## config.mk

```make
export PLATFORM = sky130hd
export DESIGN_NAME = stream_serializer
export DESIGN_NICKNAME = d
export VERILOG_FILES = /design/src/rtl/stream_serializer_pkg.sv /design/src/rtl/stream_serializer.sv
export SDC_FILE = /design/constraint.sdc
export NUM_CORES = 1
export LEC_CHECK = 0
export ABC_AREA = 1
export BUFFER_PORTS_ARGS = -buffer_cell sky130_fd_sc_hd__buf_2
export CAP_MARGIN = 20
export CELL_PAD_IN_SITES_DETAIL_PLACEMENT = 1
export CELL_PAD_IN_SITES_GLOBAL_PLACEMENT = 2
export CORE_AREA = 8 8 45 47
export CTS_CLUSTER_SIZE = 12
export DETAILED_ROUTE_END_ITERATION = 8
export DIE_AREA = 0 0 53 55
export GPL_TIMING_DRIVEN = 0
export PLACE_DENSITY = 0.55
export RECOVER_POWER = 100
export SETUP_SLACK_MARGIN = 0.05
export SLEW_MARGIN = 20
export SYNTH_ARGS = -nofsm -noshare
export SYNTH_HDL_FRONTEND = slang
export SYNTH_SLANG_ARGS = --single-unit
```

## constraint.sdc

```tcl
create_clock -name clk_i -period 3.4 [get_ports clk_i]
set_clock_uncertainty 0.2 [all_clocks]
set_input_delay 0.68 -clock clk_i [delete_from_list [all_inputs] [get_ports clk_i]]
set_output_delay 0.68 -clock clk_i [all_outputs]
set_load 0.05 [all_outputs]
```

## src/rtl/stream_serializer_pkg.sv

```systemverilog
// Shared types for the stream serializer: the holding-register occupancy state.
// Pure type definitions, no logic.
// Imported by stream_serializer.
package stream_serializer_pkg;

  // Occupancy of the one-word holding register.
  typedef enum logic {
    ST_EMPTY = 1'b0,
    ST_FULL  = 1'b1
  } ser_state_e;

endpackage

```

## src/rtl/stream_serializer.sv

```systemverilog
// Purpose: splits a wide word of NumLanes lanes into num+1 single-lane beats, lane 0 first.
// Latency: first lane valid the cycle after the src handshake; sustained num+1 cycles per word.
// Backpressure: holds the current lane while dst_ready_i is low; src_ready_o only while empty or on the last-lane handshake.
// Optional: define STREAM_SERIALIZER_LAST_EN to add the dst_last_o end-of-word marker port.
module stream_serializer
  import stream_serializer_pkg::*;
#(
  parameter type         T        = logic,
  parameter int unsigned NumLanes = 2,
  localparam int unsigned LenWidth = (NumLanes > 2) ? $clog2(NumLanes) : 1
) (
  input  logic                clk_i,
  input  logic                rst_ni,
  input  logic                src_valid_i,
  output logic                src_ready_o,
  input  T [NumLanes-1:0]     src_data_i,
  input  logic [LenWidth-1:0] src_num_i,
  output logic                dst_valid_o,
  input  logic                dst_ready_i,
  output T                    dst_data_o
`ifdef STREAM_SERIALIZER_LAST_EN
  ,
  output logic                dst_last_o
`endif
);

  localparam logic [LenWidth-1:0] MaxNum = LenWidth'(NumLanes - 1);

  ser_state_e          state_q, state_d;
  T [NumLanes-1:0]     data_q, data_d;
  logic [LenWidth-1:0] num_q, num_d;
  logic [LenWidth-1:0] idx_q, idx_d;
  logic [LenWidth-1:0] num_clamped;
  logic                last_lane;
  logic                src_hs;
  logic                dst_hs;

  // Requests for more lanes than exist collapse to the full word.
  assign num_clamped = (src_num_i > MaxNum) ? MaxNum : src_num_i;

  assign last_lane   = (idx_q == num_q);
  assign dst_valid_o = (state_q == ST_FULL);
  // Refill is allowed in the same cycle the last lane leaves, so words stream with no bubble.
  assign src_ready_o = (state_q == ST_EMPTY) || (dst_ready_i && last_lane);
  assign src_hs      = src_valid_i && src_ready_o;
  assign dst_hs      = dst_valid_o && dst_ready_i;

  // With a single lane the index never moves, so the select collapses to lane 0.
  if (NumLanes == 1) begin : g_one_lane
    assign dst_data_o = data_q[0];
  end else begin : g_multi_lane
    assign dst_data_o = data_q[idx_q];
  end

`ifdef STREAM_SERIALIZER_LAST_EN
  assign dst_last_o = dst_valid_o && last_lane;
`endif

  // Next-state: load a new word on src handshake, otherwise step or retire on dst handshake.
  always_comb begin
    state_d = state_q;
    data_d  = data_q;
    num_d   = num_q;
    idx_d   = idx_q;
    if (src_hs) begin
      state_d = ST_FULL;
      data_d  = src_data_i;
      num_d   = num_clamped;
      idx_d   = '0;
    end else if (dst_hs) begin
      if (last_lane) begin
        state_d = ST_EMPTY;
        idx_d   = '0;
      end else begin
        idx_d = idx_q + LenWidth'(1);
      end
    end
  end

  // State and holding register; reset drops any partly emitted word.
  always_ff @(posedge clk_i or negedge rst_ni) begin
    if (!rst_ni) begin
      state_q <= ST_EMPTY;
      data_q  <= '0;
      num_q   <= '0;
      idx_q   <= '0;
    end else begin
      state_q <= state_d;
      data_q  <= data_d;
      num_q   <= num_d;
      idx_q   <= idx_d;
    end
  end

`ifndef COMMON_CELLS_ASSERTS_OFF
  // Output beat must not change while stalled.
  assert property (@(posedge clk_i) disable iff (!rst_ni)
    (dst_valid_o && !dst_ready_i) |=> (dst_valid_o && $stable(dst_data_o)));
`ifdef STREAM_SERIALIZER_LAST_EN
  // End-of-word marker must not change while stalled.
  assert property (@(posedge clk_i) disable iff (!rst_ni)
    (dst_valid_o && !dst_ready_i) |=> $stable(dst_last_o));
`endif
  // Upstream must hold an offered word until it is taken.
  assert property (@(posedge clk_i) disable iff (!rst_ni)
    (src_valid_i && !src_ready_o) |=>
      (src_valid_i && $stable(src_data_i) && $stable(src_num_i)));
`endif

endmodule
```

==> results of run 1 <==
[final cells by class]
class / count / area share [%]
Sequential cell: 5 / 38.8
Multi-Input combinational cell: 23 / 32.2
Timing Repair Buffer: 9 / 12.4
Clock buffer: 4 / 8.14
Tap cell: 16 / 6.20
Inverter: 2 / 2.33
[metrics by stage]
| stage | hold WS, ps | instances | total power (W) | utilization [%] | setup slack [ps] |
|---|---|---|---|---|---|
| 2_1_floorplan | 184 | 30 | 0.000266 | - | 1530 |
| 3_3_place_gp | 266 | 55 | 0.000311 | 22.5 | 1280 |
| 3_5_place_dp | 275 | 55 | 0.000321 | 22.5 | 1270 |
| 4_1_cts | 39.3 | 59 | 0.000394 | 24.4 | 1060 |
| 5_1_grt | 87.6 | 59 | 0.000406 | 23.3 | 760 |
| 6_report | 86.3 | 59 | 0.000369 | 23.3 | 861 |
[cells by family (layout without fill, tap and decap cells)]
| kind of cell | count (synthesis) | count (layout) | share of synthesized area, % |
|---|---|---|---|
| AND/OR/NAND/NOR | 22 | 22 | 41.1 |
| flip-flops | 5 | 5 | 50.8 |
| buffers and inverters | 2 | 15 | 3.05 |
| adder cells (fa/ha/maj) | 1 | 1 | 5.08 |
[worst max-delay path, cell delays in order, from the launching register on]
cell and delay, ps:
dfrtp_1 370, inv_1 70, ha_1 280, nand2_1 50
nand2_1 160, clkbuf_1 500
[report_power, final]
group          internal, W  total (W)  leakage [nW]  switching (W)
Combinational    0.0000416   0.000189         0.103       0.000147
Sequential       0.0000893   0.000111        0.0613      0.0000219
Clock            0.0000444  0.0000691        0.0150      0.0000247
[Yosys cell counts (all sizes together)]
library cell | count | area (um2)
nand3 | 5 | 25.0
ha | 1 | 12.5
dfrtp | 5 | 125
inv | 2 | 7.51
nand2 | 17 | 76.3
[per-layer routing]
metal  up-vias  wire, um
met5         -         0
met1       106       300
met3         0        54
li1        119         -
met2         8       305
met4         0         0
[state kept, by name, summed over array words and instances (netlist names)]
register,cells
idx_q,1
dst_valid_o,1
data_q,2
num_q,1
[how the worst max path moves through the flow]
| stage | start | endpoint | slack [ps] |
|---|---|---|---|
| 6_report | idx_q | src_ready_o | 860 |
| 5_1_grt | idx_q | src_ready_o | 760 |
| 4_1_cts | idx_q | src_ready_o | 1060 |
| 3_5_place_dp | dst_ready_i | src_ready_o | 1270 |
| 3_3_place_gp | dst_ready_i | src_ready_o | 1280 |
| 2_1_floorplan | dst_valid_o | src_ready_o | 1530 |
==> PnR_summary.wiki, run 1 <==
{| class="wikitable"
! Metric !! Value
|-
| Wirelength, routed || 660 um
|-
| Ratio of cells with drive above 1 in the final layout || 20.9%
|-
| Final Cycle Share || 74.7%
|-
| Routability-driven placement congestion ratio || 0.663
|-
| Number of levels the H-tree was split into || 1
|-
| Post-Synthesis Cells || 30
|-
| Max-Cap Viols || 0
|-
| Clock Root Buffer || clkbuf_4
|-
| Average wire per standard cell || around 11 um
|-
| Area inside the core boundary || 0.00138 mm2
|-
| Initial antenna violation count || 0
|-
| Die Y || between 50 and 60 um
|-
| Yosys cell types || 7
|-
| Slew Viols, Final || 0
|-
| Minimum clock period || between 2000 and 3000 ps
|-
| Number of warnings reported in the yosys synthesis log || 0
|-
| Drt pass-1 iters || 4
|-
| Net count of the finished layout || 52
|-
| Number of endpoints failing setup at the final stage || 0
|-
| Gr busiest metal || met2
|-
| Number of vias after detailed routing || 233
|-
| Worst reg-to-reg setup slack || roughly 1900 ps
|-
| Met3 Track Usage GR || 2.94%
|-
| Synthesized area per cell || ~8.2 um2
|-
| Synthesized netlist net count || 38
|-
| Routed via count divided by cell count || between 3 and 4
|-
| Measured slew at the worst slew-check pin || 595 ps
|-
| Worst Setup Start Kind || register
|-
| Result of the run || complete, no violations
|-
| Leading cell type in the layout, fill and taps excluded || nand2_1
|-
| Launch point of the worst reg-to-reg path || idx_q
|-
| Met1 Use GR || 6.60%
|-
| Critical path capture point type || output pin
|-
| Number of filler instances in the final layout || ~180
|-
| Timing-limited maximum frequency || between 0.3 and 0.4 GHz
|-
| Largest fanout on the critical path || 6
|-
| Clock slew at the register clock pins of the worst setup and hold paths || around 50 ps
|-
| Data required time at the worst endpoint || 2520 ps
|-
| Final instance area || roughly 320 um2
|-
| Maximum clock path buffer count || 2
|-
| Synthesis-stage register bit count || 5
|-
| Total CTS buffers || 3
|-
| Floorplan die width || about 53 um
|-
| Clock sinks || 5
|-
| Post-Place Cell Area || 312 um2
|-
| Remaining global-route overflow || 0
|-
| RR Endpoint || idx_q
|-
| ANT cells || 0
|-
| Number of resized instances in the post-cts repair step || 0
|-
| RSZ-0062 raised after global routing || false
|-
| FF-to-FF path depth || 7
|-
| Hold buffers post-CTS || 0
|-
| Total negative setup slack || 0 ps
|-
| Initial core utilization || 17.8%
|-
| Type of the worst setup path || register to output pin
|-
| Data arrival time of the critical path || 1660 ps
|-
| DRC errors left || 0
|-
| Number of buffers added for setup after CTS || 0
|-
| Global-route wire length before repair || 1170 um
|-
| Power density of the placed cells || 1140 mW/mm2
|-
| Vias in the first global route || 279
|-
| All-layer global routing usage || 5.76%
|-
| IO Count || 10
|-
| Hold Violations, Final || 0
|-
| Die footprint || 0.00292 mm2
|-
| Met2 Usage GRT || between 7 and 8%
|-
| Maximum number of pins on one net before global-route repair || 7
|-
| Routed Antenna Nets || 0
|-
| I/O Buffers || 9
|-
| Total leakage power || 0.179 nW
|-
| Max_slew headroom || between 60% and 70%
|-
| Clock Latency Late Sink || 240 ps
|-
| Cell Area, Synth || 246 um2
|-
| Area used by sequential logic in the layout || 125 um2
|-
| Multi-input gate area || 104 um2
|-
| Synthesis-to-layout area growth || 31.0%
|-
| Number of violations reported at the end of detailed-routing iteration 0 || 2
|-
| Highest-count cells in the layout ignoring fill and taps || nand2_1, nand3_1, clkbuf_1, dfrtp_1, buf_2
|-
| Clock tree from TritonCTS || done
|-
| Register area share after synthesis || 50.8%
|-
| Worst vdd ir || 0.276 mV
|-
| Standard-cell rows || 14
|-
| Path category of the worst min-delay check || input pin to asynchronous set/reset pin
|}
Note: power is estimated with default switching activity, not from simulation.
==> run 2, diff against run 1 <==
--- a/config.mk
+++ b/config.mk
@@ -10,12 +10,12 @@
 export CAP_MARGIN = 20
 export CELL_PAD_IN_SITES_DETAIL_PLACEMENT = 1
 export CELL_PAD_IN_SITES_GLOBAL_PLACEMENT = 2
-export CORE_AREA = 8 8 45 47
+export CORE_MARGIN = 8
+export CORE_UTILIZATION = 19
 export CTS_CLUSTER_SIZE = 12
 export DETAILED_ROUTE_END_ITERATION = 8
-export DIE_AREA = 0 0 53 55
 export GPL_TIMING_DRIVEN = 0
-export PLACE_DENSITY = 0.55
+export PLACE_DENSITY = 0.59
 export RECOVER_POWER = 100
 export SETUP_SLACK_MARGIN = 0.05
 export SLEW_MARGIN = 20
==> constraint.sdc (replaced) <==
create_clock -name clk_i -period 2.3 [get_ports clk_i]
set_clock_uncertainty 0.2 [all_clocks]
set_input_delay 0.46 -clock clk_i [delete_from_list [all_inputs] [get_ports clk_i]]
set_output_delay 0.46 -clock clk_i [all_outputs]
set_load 0.05 [all_outputs]
==> run 2 against run 1 <==
Non-clock buffer count is 1 higher. Clock-buffer cell count is the same. Combinational power rose by 53%. Largest cell class unchanged. Largest power group unchanged.
==> PnR_summary.wiki, run 2 (synthesis gave the netlist of run 1 again) <==
{| class="wikitable"
! Metric !! Value
|-
| Number of endpoints failing setup at the final stage || 0 (unchanged)
|-
| FF-to-FF path depth || 7 (unchanged)
|-
| Number of vias after detailed routing || 241 (+3.4%)
|-
| RR Endpoint || idx_q
|-
| Number of violations reported at the end of detailed-routing iteration 0 || 0 (-2)
|-
| Highest-count cells in the layout ignoring fill and taps || nand2_1, nand3_1, dfrtp_1, buf_2, clkbuf_1
|-
| Data required time at the worst endpoint || 1640 ps (-880 ps)
|-
| Met1 Use GR || 6.33% (-0.26 points)
|-
| IO Count || 10 (unchanged)
|-
| Launch point of the worst reg-to-reg path || idx_q
|-
| Die Y || 52.0 um (-5.4%)
|-
| Met2 Usage GRT || 8.20% (+0.58 points)
|-
| Clock sinks || 5 (unchanged)
|-
| Maximum number of pins on one net before global-route repair || 7 (unchanged)
|-
| Number of levels the H-tree was split into || 1 (unchanged)
|-
| Standard-cell rows || 13 (-1)
|-
| Routability-driven placement congestion ratio || 0.617 (-6.9%)
|-
| Number of cells on the worst hold path || 3
|-
| Die footprint || 0.00271 mm2 (-7.2%)
|-
| Clock tree from TritonCTS || done
|-
| DRC errors left || 0 (unchanged)
|-
| Synthesis-to-layout area growth || 36.0%
|-
| Vias in the first global route || 273 (-2.2%)
|-
| Gr busiest metal || met2
|-
| Data arrival time of the critical path || 1410 ps (-250 ps)
|-
| Maximum clock path buffer count || 2 (unchanged)
|-
| Met3 Track Usage GR || 2.85% (-0.092 points)
|-
| Type of the worst setup path || register to output pin
|-
| Clock Latency Late Sink || 240 ps (about the same)
|-
| Remaining global-route overflow || 0 (unchanged)
|-
| Drt pass-1 iters || 1 (-3)
|-
| Total CTS buffers || 3 (unchanged)
|-
| All-layer global routing usage || 5.86% (+0.10 points)
|-
| Slew Viols, Final || 0 (unchanged)
|-
| Clock Root Buffer || clkbuf_4
|-
| Clock slew at the register clock pins of the worst setup and hold paths || 40 ps (about the same)
|-
| Area inside the core boundary || 0.00125 mm2 (-9.5%)
|-
| Worst vdd ir || 0.391 mV (+42%)
|-
| Final core utilization || 26.8% (+3.4 points)
|-
| Total leakage power || 0.186 nW (+4.0%)
|-
| Dpl hpwl || 580 um
|-
| Power density of the placed cells || 1650 mW/mm2 (+44%)
|-
| Initial antenna violation count || 0 (unchanged)
|-
| ANT cells || 0 (unchanged)
|-
| Minimum clock period || 2070 ps
|-
| Measured slew at the worst slew-check pin || 597 ps (+1.40 ps)
|-
| Timing-limited maximum frequency || slightly below 0.5 GHz
|-
| Final Cycle Share || 90.1%
|-
| Worst Setup Start Kind || register
|-
| Max-Cap Viols || 0 (unchanged)
|-
| Routed Antenna Nets || 0 (unchanged)
|-
| Average wire per standard cell || 11.2 um (unchanged)
|-
| RSZ-0062 raised after global routing || false
|-
| Wirelength, routed || 660 um (unchanged)
|-
| Hold Violations, Final || 0 (unchanged)
|-
| Net count of the finished layout || 53 (+1.9%)
|-
| Floorplan die width || 52.0 um (-1.8%)
|-
| Hold Crit Start || src_num_i
|-
| Hold EP || num_q
|-
| Final-layout worst hold slack || 258 ps (+172 ps)
|-
| Leading cell type in the layout, fill and taps excluded || nand2_1
|-
| I/O Buffers || 9 (unchanged)
|-
| Max_slew headroom || 60.4% (-0.093 points)
|-
| Routed via count divided by cell count || 4.08 (+3.4%)
|-
| Path category of the worst min-delay check || input pin to register
|-
| Number of filler instances in the final layout || 156 (-11%)
|-
| Register with the highest flop count || data_q
|-
| Critical path capture point type || output pin
|-
| Ratio of cells with drive above 1 in the final layout || 25.0% (+4.1 points)
|-
| Result of the run || complete, no violations
|-
| Global-route wire length before repair || 1160 um (-1.2%)
|-
| Number of resized instances in the post-cts repair step || 0 (unchanged)
|-
| Flip-flop count of the largest register after layout || 2 (unchanged)
|-
| Total negative setup slack || 0 ps (unchanged)
|-
| Worst reg-to-reg setup slack || 790 ps (-1060 ps)
|-
| Initial core utilization || 19.7% (+1.9 points)
|-
| Largest fanout on the critical path || 6 (unchanged)
|}
## run 2: layer usage
layer	vias to the layer above	routed length (um)
met4	0	0
met3	0	64
met1	109	271
li1	124	-
met5	-	0
met2	8	324
## run 2: critical path, stage by stage (launching register included)
cell      delay, ps
dfrtp_1         360
inv_1            70
ha_1            270
nand2_1          60
nand2_2         110
clkbuf_2        300
## run 2: power breakdown
| group | switching, W | leakage, nW | internal, W |
|---|---|---|---|
| clock | 0.0000348 | 0.0150 | 0.0000655 |
| sequential | 0.0000310 | 0.0613 | 0.000132 |
| combinational | 0.000222 | 0.110 | 0.0000673 |
## run 2: timing repair
| action | in CTS | in global routing |
|---|---|---|
| hold buffers | 1 | 0 |
| hold endpoints to repair | 5 | 0 |
| endpoints found under the setup margin | 0 | 0 |
| setup buffers | 0 | 0 |
## run 2: area by class of cell
| cell class | count | area (um2) | share of cell area (%) |
|---|---|---|---|
| sequential | 5 | 125 | 37.3 |
| multi-input combinational | 23 | 106 | 31.7 |
| timing repair buffer | 10 | 51.3 | 15.3 |
| clock buffer | 4 | 26.3 | 7.84 |
| tap | 15 | 18.8 | 5.60 |
| inverter | 2 | 7.51 | 2.24 |
## run 2: how the worst max path moves through the flow
stage	startpoint	to	cells past startpoint
2_1_floorplan	dst_valid_o	src_ready_o	1
3_3_place_gp	idx_q	src_ready_o	5
3_5_place_dp	idx_q	src_ready_o	5
4_1_cts	idx_q	src_ready_o	5
5_1_grt	idx_q	src_ready_o	5
6_report	idx_q	src_ready_o	5
## run 2: through the flow
| step | cell area [um2] | power, W | instances | setup slack, ps |
|---|---|---|---|---|
| floorplan | 246 | 0.000393 | 30 | 645 |
| global placement | 310 | 0.000460 | 54 | 473 |
| finish | 335 | 0.000552 | 59 | 227 |
| detailed placement | 310 | 0.000475 | 54 | 458 |
| global route | 335 | 0.000608 | 59 | 91.0 |
| CTS | 347 | 0.000582 | 59 | 187 |
